===== src/rtl/md_pkg.sv =====
// rtl/md_pkg.sv - shared multiply/divide op encodings and latency defaults
//
// Purpose: op enum shared by the decoder, md_issue_ctrl and the MD datapath,
// controller state enum, default busy-cycle counts and op-class helpers.
// Ports: none (package).
package md_pkg;

  typedef enum logic [2:0] {
    MD_NONE  = 3'd0,
    MD_MULT  = 3'd1,
    MD_MULTU = 3'd2,
    MD_DIV   = 3'd3,
    MD_DIVU  = 3'd4,
    MD_MTHI  = 3'd5,
    MD_MTLO  = 3'd6
  } md_op_e;

  typedef enum logic [1:0] {
    ST_IDLE = 2'd0,
    ST_MUL  = 2'd1,
    ST_DIV  = 2'd2
  } md_state_e;

  localparam int MULT_CYCLES_DEF = 5;
  localparam int DIV_CYCLES_DEF  = 10;

  function automatic logic op_is_mul(input logic [2:0] op);
    return (op == MD_MULT) || (op == MD_MULTU);
  endfunction

  function automatic logic op_is_div(input logic [2:0] op);
    return (op == MD_DIV) || (op == MD_DIVU);
  endfunction

endpackage


===== src/rtl/md_countdown.sv =====
// rtl/md_countdown.sv - loadable down-counter for MD operation latency
//
// Purpose: holds the busy cycles left for the operation in flight.
// Ports:
//   clk      in  clock, rising edge
//   reset    in  asynchronous active-low reset (count -> 0)
//   load     in  load load_val this edge (wins over dec)
//   load_val in  value to load
//   dec      in  decrement this edge (saturates at 0)
//   count    out current count
//   is_one   out count == 1
//   is_zero  out count == 0
module md_countdown #(
  parameter int CNT_W = 4
) (
  input  logic             clk,
  input  logic             reset,
  input  logic             load,
  input  logic [CNT_W-1:0] load_val,
  input  logic             dec,
  output logic [CNT_W-1:0] count,
  output logic             is_one,
  output logic             is_zero
);

  localparam logic [CNT_W-1:0] ONE = CNT_W'(1);

  always_ff @(posedge clk or negedge reset) begin
    if (!reset) begin
      count <= '0;
    end else if (load) begin
      count <= load_val;
    end else if (dec && !is_zero) begin
      count <= count - ONE;
    end
  end

  assign is_one  = (count == ONE);
  assign is_zero = (count == '0);

endmodule


===== src/rtl/md_issue_ctrl.sv =====
// rtl/md_issue_ctrl.sv - issue/latency/commit sequencer for the MD unit
//
// Purpose: launches E-stage mult/div/mthi/mtlo on the HI/LO datapath, counts
// the fixed latency, signals the HI/LO commit and stalls HI/LO users in D.
// Ports:
//   clk       in  clock, rising edge
//   reset     in  asynchronous active-low reset
//   e_valid   in  E-stage instruction valid
//   e_md_op   in  E-stage MD op (md_op_e)
//   req       in  exception/interrupt request; cancels this cycle's issue
//   d_uses_md in  D-stage instruction touches the MD unit / HI / LO
//   md_go     out one-cycle start pulse for mult/div
//   md_op     out op accompanying md_go / md_wr_* / the in-flight operation
//   md_wr_hi  out write rs into HI this edge (mthi)
//   md_wr_lo  out write rs into LO this edge (mtlo)
//   md_commit out write result into HI/LO this edge
//   busy      out operation in flight
//   remaining out busy cycles left including the current one
//   stall     out hold F/D, bubble into E
module md_issue_ctrl
  import md_pkg::*;
#(
  parameter int MULT_CYCLES = MULT_CYCLES_DEF,
  parameter int DIV_CYCLES  = DIV_CYCLES_DEF,
  parameter int CNT_W       = 4
) (
  input  logic             clk,
  input  logic             reset,
  input  logic             e_valid,
  input  logic [2:0]       e_md_op,
  input  logic             req,
  input  logic             d_uses_md,
  output logic             md_go,
  output logic [2:0]       md_op,
  output logic             md_wr_hi,
  output logic             md_wr_lo,
  output logic             md_commit,
  output logic             busy,
  output logic [CNT_W-1:0] remaining,
  output logic             stall
);

  localparam logic [CNT_W-1:0] MULT_LD = CNT_W'(MULT_CYCLES);
  localparam logic [CNT_W-1:0] DIV_LD  = CNT_W'(DIV_CYCLES);

  md_state_e        state_q, state_d;
  logic [2:0]       op_q;
  logic             issue;
  logic             cnt_load;
  logic [CNT_W-1:0] cnt_val;
  logic             cnt_dec;
  logic [CNT_W-1:0] cnt;
  logic             cnt_is_one;
  logic             cnt_is_zero;

  md_countdown #(.CNT_W(CNT_W)) u_cnt (
    .clk      (clk),
    .reset    (reset),
    .load     (cnt_load),
    .load_val (cnt_val),
    .dec      (cnt_dec),
    .count    (cnt),
    .is_one   (cnt_is_one),
    .is_zero  (cnt_is_zero)
  );

  // Gating with reset keeps every output quiet while reset is held, even if
  // the pipeline still presents a valid op in E.
  assign issue = reset & e_valid & ~req & (state_q == ST_IDLE);

  always_ff @(posedge clk or negedge reset) begin
    if (!reset) begin
      state_q <= ST_IDLE;
      op_q    <= MD_NONE;
    end else begin
      state_q <= state_d;
      if (md_go) begin
        op_q <= e_md_op;
      end
    end
  end

  always_comb begin
    state_d   = state_q;
    md_go     = 1'b0;
    md_wr_hi  = 1'b0;
    md_wr_lo  = 1'b0;
    md_commit = 1'b0;
    md_op     = MD_NONE;
    cnt_load  = 1'b0;
    cnt_val   = '0;
    cnt_dec   = 1'b0;
    case (state_q)
      ST_IDLE: begin
        if (issue) begin
          if (op_is_mul(e_md_op)) begin
            md_go    = 1'b1;
            md_op    = e_md_op;
            cnt_load = 1'b1;
            cnt_val  = MULT_LD;
            state_d  = ST_MUL;
          end else if (op_is_div(e_md_op)) begin
            md_go    = 1'b1;
            md_op    = e_md_op;
            cnt_load = 1'b1;
            cnt_val  = DIV_LD;
            state_d  = ST_DIV;
          end else if (e_md_op == MD_MTHI) begin
            md_wr_hi = 1'b1;
            md_op    = e_md_op;
          end else if (e_md_op == MD_MTLO) begin
            md_wr_lo = 1'b1;
            md_op    = e_md_op;
          end
        end
      end
      ST_MUL, ST_DIV: begin
        // Ops arriving in E here are ignored; the pipeline stall prevents them.
        cnt_dec = 1'b1;
        md_op   = op_q;
        if (cnt_is_one) begin
          md_commit = 1'b1;
          state_d   = ST_IDLE;
        end else if (cnt_is_zero) begin
          // A spent counter in a busy state cannot occur; recover to IDLE
          // without committing anything.
          state_d = ST_IDLE;
        end
      end
      default: begin
        state_d = ST_IDLE;
      end
    endcase
  end

  assign busy      = (state_q != ST_IDLE);
  assign remaining = busy ? cnt : '0;
  assign stall     = d_uses_md & (busy | md_go);

endmodule


===== config.mk =====
export PLATFORM = sky130hd
export DESIGN_NAME = md_issue_ctrl
export DESIGN_NICKNAME = d
export VERILOG_FILES = /design/src/rtl/md_pkg.sv /design/src/rtl/md_countdown.sv /design/src/rtl/md_issue_ctrl.sv
export SDC_FILE = /design/constraint.sdc
export NUM_CORES = 1
export LEC_CHECK = 0
export BUFFER_PORTS_ARGS = -buffer_cell sky130_fd_sc_hd__buf_2
export CAP_MARGIN = 20
export CORE_AREA = 2 2 47 49
export DETAILED_ROUTE_END_ITERATION = 10
export DIE_AREA = 0 0 49 51
export PLACE_DENSITY = 0.68
export SLEW_MARGIN = 5
export SYNTH_ARGS = -nofsm -noshare
export SYNTH_HDL_FRONTEND = slang
export SYNTH_HIERARCHICAL = 1
export SYNTH_SLANG_ARGS = --single-unit

===== constraint.sdc =====
create_clock -name clk -period 2.15 [get_ports clk]
set_clock_uncertainty 0.05 [all_clocks]
set_input_delay 0.215 -clock clk [delete_from_list [all_inputs] [get_ports clk]]
set_output_delay 0.215 -clock clk [all_outputs]
set_load 0.1 [all_outputs]

# [Word level (Yosys, flattened, before mapping)]
# Cells that the tools add are included.
[op_classes] n_bitwise=6 n_addsub=1 n_reduce_logical=10 eq_ne=12 n_mux=37
[ops] op="$mux 4" n=7
[ops] op="$mux 1" n=18
[ops] op="$mux 3" n=5
[ops] op="$mux 2" n=5
[ops] op="$eq 3x3->1 const B" n=3
[ops] op="$eq 3x2->1 const B" n=2
[ops] op="$pmux 3 s2" n=1
[ops] op="$and 1x1->1" n=4
[ops] op="$eq 4x1->1 const B" n=1
[ops] op="$logic_not 4->1" n=1
[ops] op="$pmux 2 s2" n=1
[ops] op="$reduce_bool 2->1" n=2
[ops] op="$sub 4x1->4 const B" n=1
[ops] op="$eq 3x1->1 const B" n=1
[ops] op="$ne 3x1->1 const B" n=1
[ops] op="$ne 3x2->1 const B" n=1
[ops] op="$reduce_and 3->1" n=1
[ops] op="$eq 2x1->1 const B" n=1
[ops] op="$eq 2x2->1 const B" n=1
[ops] op="$logic_not 2->1" n=1
[ops] op="$logic_or 1x1->1" n=2
[ops] op="$ne 2x2->1 const B" n=1
[ops] op="$reduce_or 2->1" n=1
[ops] op="$logic_and 1x1->1" n=1
[ops] op="3 further kinds" n=3
[word_totals] elab_cells=69 regBits=9 out_inout_bits=13 inputBits=8

# [Logic depth before layout (Yosys ltp)]
# Gate-level depths: netlist of the first run.
[logic_depth] depth_word=8 ltp_mapped=8 ltp_nobuf=7

# [By module]
# Netlist of the first run, hierarchy kept.
[modules_own_cells] module="md_issue_ctrl" area_each_um2=500.5 cells_each=67 instances=1 seq_area_each_um2=125.1
[modules_own_cells] module="md_countdown" area_each_um2=266.5 cells_each=30 instances=1 seq_area_each_um2=100.1

# [Least setup slack after synthesis of the first run]
# OpenSTA, ideal clock, no wires.
[synth_path] path_kind="register to output" from="reg state_q[1]" to="out md_wr_hi" path_buffers=1 path_stages_with_launch=6 required_time_ns=1.885 slack_ns=-1.050 t_arrival_ns=2.935 path_cell_list="dfrtp_1 -> inv_1 -> ha_1 -> buf_2 -> nand2_1 -> nor3_1"
[synth_between] elab_chain_cells=4
[synth_lines] item="start: declaration" line_no="md_issue_ctrl.sv:46" text="md_state_e state_q, state_d;"
[synth_lines] item="start signal: assignment" line_no="md_issue_ctrl.sv:76" text="state_q <= state_d;"
[synth_lines] item="$logic_not 2->1 (*)" line_no="md_issue_ctrl.sv:69, md_issue_ctrl.sv:93"
[synth_lines] item="$and 1x1->1" line_no="md_issue_ctrl.sv:69" text="assign issue = reset & e_valid & ~req & (state_q == ST_IDLE);"
[synth_lines] item="$mux 1" line_no="md_issue_ctrl.sv:95" text="if (issue) begin"
[synth_lines] item="$mux 1 (*)" line_no="md_issue_ctrl.sv:93" text="case (state_q)"
[synth_lines] item="end: declaration" line_no="md_issue_ctrl.sv:35" text="output logic md_wr_hi,"
# Mark *: on every way between the ends. The rest lies on a longest branch, timed or not.

# [Final worst setup path of the first run]
[layout_path] from="reg state_q[1]" to="out md_op[1]"
[layout_between] elab_chain_cells=4 word_cells_on_any_way=7 cone_classes="eq/ne (2); mux (2); bitwise (1); reduce/logical (2)"
[layout_lines] item="$logic_not 2->1" line_no="md_issue_ctrl.sv:69, md_issue_ctrl.sv:93"
[layout_lines] item="$and 1x1->1" line_no="md_issue_ctrl.sv:69"
[layout_lines] item="$mux 3" line_no="md_issue_ctrl.sv:95"
[layout_lines] item="$pmux 3 s2 (*)" line_no="md_issue_ctrl.sv:93"
[layout_lines] item="end: declaration" line_no="md_issue_ctrl.sv:34" text="output logic [2:0] md_op,"
# Marked as above.

==> qor.txt, run 1 <==
remaining number of nets flagged by the antenna check after routing = 0
Die Area = 2500 sq um
row count = 17
part of the Yosys area used for sequential elements = 0.294
clock net sink count = 9
Netlist cell types = 32
via count of the first global-routing pass = 741
number of instances in the synthesized netlist = 97
worst hold-check slack = 0.271 ns
path depth of the worst reg2reg path = 7
Overall Power = 1.69 mW
final count of pins violating max slew = 0
htree depth = 1
power density relative to cell area = 1600 nW/um^2
remaining global-route overflow = 0
clock latency reported for the late side of the worst-skew pair = 0.25 ns
Max-Slew Margin vs Limit = 0.677
post-CTS clock slew at the launch and capture registers of the worst setup and hold paths = 0.06 ns
launch instance of the worst register-to-register path = u_cnt/count[0]
largest net degree at the start of global routing = 14
synthesized cell area = 767 sq um
crit path capture type = output port
unrepaired setup endpoints after global routing = false
global-route wire length before repair = 3.26 mm
port buffer count = 20
number of synthesis warnings = 6
detailed placement HPWL = 1.51 mm
routed via count = 781
post-synthesis sequential element count = 9
I/O pin cnt = 21
CTS tree = built
number of hold violations in the final report = 0
initial DRC count = 13
critical path arrival = 1.78 ns
proportion of layout cells with a drive suffix above 1 = 0.317
worst-case clock buffer depth = 2
count of unresolved DRC violations after routing = 0
capture endpoint of the worst hold path = op_q[0]
setup slack on the worst flop-to-flop path = 0.11 ns
most used flip-flop cell after synthesis = sky130_fd_sc_hd__dfrtp_1
fraction of synthesis flops using an asynchronous set or reset pin = 1.00
wire length per cell after detailed routing = 13.6 um
classification of the worst-slack hold path = in2reg
number of iterations in the first detailed-routing pass = 6
via/cell ratio = 5.28
core outline area = 2060 sq um
worst setup path class = reg2out
startpoint of the most critical hold path = e_md_op[2]
Critical Path Start Type = flop
dpl cell area = 1020 sq um
number of setup buffers added after CTS = 0
vertical die dimension = 51 um
most frequent standard cell in the layout excluding fill and tap cells = sky130_fd_sc_hd__buf_2
portion of the clock cycle consumed by the worst path in the final layout = 0.951
Initial Utilization = 0.372
antenna violations before repair = 0
overall global routing resource usage = 0.167
commonest cells after routing, fill and taps aside = sky130_fd_sc_hd__buf_2, sky130_fd_sc_hd__nand2_1, sky130_fd_sc_hd__dfrtp_1, sky130_fd_sc_hd__a21oi_1, sky130_fd_sc_hd__inv_1
transition time at the pin with the least slew margin = 0.487 ns
overall routed net length = 2.01 mm
master cell of the clock root buffer = sky130_fd_sc_hd__clkbuf_4
fmax = 489 MHz
outcome = finished, final reports clean
clock period minus final worst setup slack = 2.04 ns
synth-to-layout area growth = 37.8%
total setup violations reported at the end of the flow = 0
endpoint of the lowest-slack register-to-register path = state_q[1]
peak supply drop = 0.00104 V
Layout Nets = 133
Worst Path Max Fanout = 10
final weighted congestion of routability-driven global placement = 0.832
summed area of non-filler cells in the final layout = 1060 sq um
max-cap check violation count = 0
number of enable flip-flop cells after synthesis = 0
standby leakage power = 0.471 nW
cell count of the worst hold path = 2
antenna diode instance count = 0
required time of the critical path = 1.88 ns
die outline width = 49 um
average cell area after synthesis = 7.91 sq um
Syn Nets = 109
number of buffers added by the clock tree synthesis step = 3
critical path: stages, from the launching register on:
cell	delay, ns
sky130_fd_sc_hd__dfrtp_1	0.40
sky130_fd_sc_hd__inv_1	0.06
sky130_fd_sc_hd__ha_1	0.18
sky130_fd_sc_hd__and4b_2	0.31
sky130_fd_sc_hd__a32oi_1	0.33
sky130_fd_sc_hd__nor2_4	0.06
sky130_fd_sc_hd__buf_12	0.17
power by group:
part	switching [mW]	total (mW)	internal, mW
registers	0.0599	0.289	0.229
logic	0.907	1.27	0.367
clock network	0.0583	0.130	0.0714
total	1.02	1.69	0.668
Yosys cell counts, drive strengths merged (4+ instances only):
library cell	count	share of area
nor2	8	0.039
nand2	12	0.059
ha	4	0.065
dfrtp	9	0.29
nor2b	6	0.049
inv	7	0.034
a21oi	8	0.052
nand3	4	0.033
o21ai	9	0.073
how the worst max path moves through the flow:
| stage | from | to | slack (ns) | cells after the start |
|---|---|---|---|---|
| after floorplan | state_q[1] | u_cnt/count[3] | -0.24 | 7 |
| after global placement | u_cnt/count[0] | state_q[1] | 0.27 | 7 |
| after detailed placement | u_cnt/count[0] | state_q[1] | 0.18 | 7 |
| after CTS | state_q[1] | md_op[1] | 0.06 | 6 |
| after global routing | state_q[1] | md_op[2] | 0.02 | 6 |
| final | state_q[1] | md_op[1] | 0.11 | 6 |
sequential cells by signal, summed over array words and instances, names as in the netlist:
name         cells
op_q             3
u_cnt/count      4
state_q          2
through the flow:
step                setup TNS, ns  cells   util  worst slack [ns]
global placement                0    143  0.494             0.269
floorplan                   -1.79     97      -            -0.239
detailed placement              0    143  0.494             0.176
global route                    0    148  0.512            0.0218
CTS                             0    148  0.512            0.0599
finish                          0    148  0.512             0.106
cells by family (layout without fill, tap and decap cells):
| family | count (synthesis) | count (layout) | synth area share |
|---|---|---|---|
| flip-flops | 9 | 9 | 0.294 |
| AO/OA/AOI/OAI | 24 | 24 | 0.209 |
| buffers and inverters | 12 | 35 | 0.0718 |
| XOR/XNOR | 1 | 1 | 0.0114 |
| AND/OR/NAND/NOR | 47 | 47 | 0.349 |
| adder cells (fa/ha/maj) | 4 | 4 | 0.0653 |
area by class of cell:
class	instances	area, sq um
Fill cell	212	1010
Multi-Input combinational cell	76	522
Sequential cell	9	225
Timing Repair Buffer	24	223
Tap cell	28	35.0
Clock buffer	4	26.3
Inverter	7	26.3
timing repair:
| item | CTS | global route |
|---|---|---|
| setup endpoints to repair | 0 | 3 |
| hold endpoints to repair | 9 | 0 |
| gates resized for setup | 0 | 1 |
| hold buffers | 1 | 0 |
metal layers:
layer / global-route usage / routed length, um / part of all wire
met1: 0.199 / 879 / 0.44
met2: 0.311 / 1030 / 0.51
met3: 0.0205 / 93 / 0.046
met4: 0.0571 / 12 / 0.0060
met5: 0 / 0 / 0
Power figures use the tool's default switching activity.
==> inputs of run 2 (changes only) <==
==> constraint.sdc (replaced) <==
create_clock -name clk -period 2.15 [get_ports clk]
set_clock_uncertainty 0.05 [all_clocks]
set_input_delay 0.1075 -clock clk [delete_from_list [all_inputs] [get_ports clk]]
set_output_delay 0.1075 -clock clk [all_outputs]
set_load 0.1 [all_outputs]
==> qor.txt, run 2 (synthesis results as in run 1) <==
setup slack on the worst flop-to-flop path = 0.17 ns (+0.06 ns)
overall global routing resource usage = 0.158 (-0.00913)
Cells after DPL = 142 (-0.70%)
count of unresolved DRC violations after routing = 0 (unchanged)
portion of the clock cycle consumed by the worst path in the final layout = 0.936 (-0.0149)
global-route wire length before repair = 3.03 mm (-7.0%)
htree depth = 1 (unchanged)
I/O pin cnt = 21 (unchanged)
Critical Path Start Type = input pin
remaining number of nets flagged by the antenna check after routing = 0 (unchanged)
overall routed net length = 1.79 mm (-11%)
fmax = 497 MHz (+1.6%)
proportion of power drawn by flip-flops and latches = 0.175 (+0.004)
final weighted congestion of routability-driven global placement = 0.806 (-3.1%)
fill cell instance count of the final layout = 194 (-8.5%)
master cell of the clock root buffer = sky130_fd_sc_hd__clkbuf_4
classification of the worst-slack hold path = in2reg
wire length per cell after detailed routing = 12.2 um (-11%)
antenna diode instance count = 0 (unchanged)
count of non-filler cells in the finished layout = 147 (-0.68%)
final sum of negative setup slack = 0 ns (unchanged)
Die Area = 2500 sq um (unchanged)
share of power burned in the clock network = 0.081 (+0.004)
largest registers in the final layout = u_cnt/count: 4 flops, op_q: 3 flops, state_q: 2 flops
number of hold violations in the final report = 0 (unchanged)
routed via count = 770 (-1.4%)
library cell contributing the largest single delay on the critical path = sky130_fd_sc_hd__dlygate4sd3_1
clock latency reported for the late side of the worst-skew pair = 0.27 ns (+0.02 ns)
max-cap check violation count = 0 (unchanged)
path depth of the worst reg2reg path = 7 (unchanged)
detailed placement HPWL = 1.36 mm (-9.8%)
switching power as a share of total power = 0.604 (-0.00138)
row count = 17 (unchanged)
Layout Nets = 132 (-0.75%)
Max-Slew Margin vs Limit = 0.675 (-0.00203)
power density relative to cell area = 1590 nW/um^2 (-0.64%)
cell repeated most along the worst path = sky130_fd_sc_hd__buf_2
standby leakage power = 0.467 nW (-0.77%)
final count of pins violating max slew = 0 (unchanged)
register containing the most flip-flops in the final layout = u_cnt/count
number of iterations in the first detailed-routing pass = 4 (-2)
unrepaired setup endpoints after global routing = false
number of buffers added by the clock tree synthesis step = 3 (unchanged)
most frequent standard cell in the layout excluding fill and tap cells = sky130_fd_sc_hd__buf_2
critical path arrival = 1.85 ns (+0.07 ns)
Overall Power = 1.66 mW (-2.2%)
transition time at the pin with the least slew margin = 0.490 ns (+0.00306 ns)
commonest cells after routing, fill and taps aside = sky130_fd_sc_hd__buf_2, sky130_fd_sc_hd__nand2_1, sky130_fd_sc_hd__dfrtp_1, sky130_fd_sc_hd__a21oi_1, sky130_fd_sc_hd__inv_1
worst-case clock buffer depth = 2 (unchanged)
antenna violations before repair = 0 (unchanged)
vertical die dimension = 51 um (unchanged)
post-CTS clock slew at the launch and capture registers of the worst setup and hold paths = 0.07 ns (about the same)
cells traversed along the worst timing path = dlygate4sd3_1 > buf_2 > and3b_1 > nand3_2 > a21boi_2 > buf_2
synth-to-layout area growth = 35.7%
port buffer count = 20 (unchanged)
delay contributed by the slowest stage of the critical path = 0.51 ns (+0.11 ns)
Initial Utilization = 0.372 (unchanged)
Gate power share = 0.744 (-0.009)
peak supply drop = 0.000878 V (-16%)
via count of the first global-routing pass = 698 (-5.8%)
cell count of the worst hold path = 2 (unchanged)
proportion of layout cells with a drive suffix above 1 = 0.319 (+0.00266)
crit path capture type = output port
number of flip-flops under the largest register name = 4 (unchanged)
initial DRC count = 36 (+23)
setup slack of the critical path after layout = 0.138 ns (+0.0321 ns)
required time of the critical path = 1.99 ns (+0.11 ns)
dpl cell area = 1000 sq um (-1.7%)
Worst Path Max Fanout = 11 (+1)
clock period minus final worst setup slack = 2.01 ns (-0.0321 ns)
Storage cell area = 225 sq um (unchanged)
worst setup path class = in2out
clock net sink count = 9 (unchanged)
multi-input combinational cell area = 512 sq um (-1.9%)
die outline width = 49 um (unchanged)
largest net degree at the start of global routing = 14 (unchanged)
CTS tree = built
number of setup buffers added after CTS = 0 (unchanged)
power spent charging and discharging nets = 1.00 mW (-2.4%)
setup slack at placement = 0.185 ns (+0.00916 ns)
core outline area = 2060 sq um (unchanged)
outcome = finished, final reports clean
worst hold-check slack = 0.129 ns (-0.142 ns)
Pint = 0.656 mW (-1.8%)
share of the core filled with cells = 0.505 (-0.00788)
total setup violations reported at the end of the flow = 0 (unchanged)
summed area of non-filler cells in the final layout = 1040 sq um (-1.5%)
via/cell ratio = 5.24 (-0.74%)
remaining global-route overflow = 0 (unchanged)
## run 2: path summary, 6_finish.rpt
| check | startpoint | to |
|---|---|---|
| setup / recovery | reset | stall |
| hold / removal | e_md_op[2] | op_q[0] |
| min in group asynchronous | reset | state_q[0] |
| hold reg to reg | op_q[1] | op_q[1] |
| max in group asynchronous | reset | u_cnt/count[2] |
| setup reg to reg | u_cnt/count[0] | state_q[1] |
## run 2: per-layer routing
layer / track usage / wire (um) / vias to the layer above
li1: - / - / 386
met1: 0.185 / 775 / 355
met2: 0.274 / 889 / 27
met3: 0.0439 / 112 / 2
met4: 0.0619 / 10 / 0
met5: 0 / 0 / -
## run 2: power groups by stage
stage | Combinational (mW) | Clock, mW | Sequential, mW
after floorplan | 0.942 | 0 | 0.271
after global placement | 1.22 | 0 | 0.283
after detailed placement | 1.22 | 0 | 0.291
after CTS | 1.23 | 0.139 | 0.288
after global routing | 1.30 | 0.155 | 0.299
final | 1.23 | 0.134 | 0.290
## run 2: timing repair
item	in CTS	in global routing
hold buffers	1	0
resized for setup	0	1
endpoints found under the setup margin	0	4
endpoints found under the hold margin	9	0
## run 2: cell type report
class / count / area share
clock inverter: 1 / 0.00481
inverter: 7 / 0.0252
tap: 28 / 0.0337
sequential: 9 / 0.216
multi-input combinational: 76 / 0.492
clock buffer: 3 / 0.0216
timing repair buffer: 23 / 0.207
## run 2: critical path: cells and delay by family
kind | cells | cell delay (ns)
AO/OA/AOI/OAI | 1 | 0.15
AND/OR/NAND/NOR | 2 | 0.41
buffers and inverters | 3 | 1.18
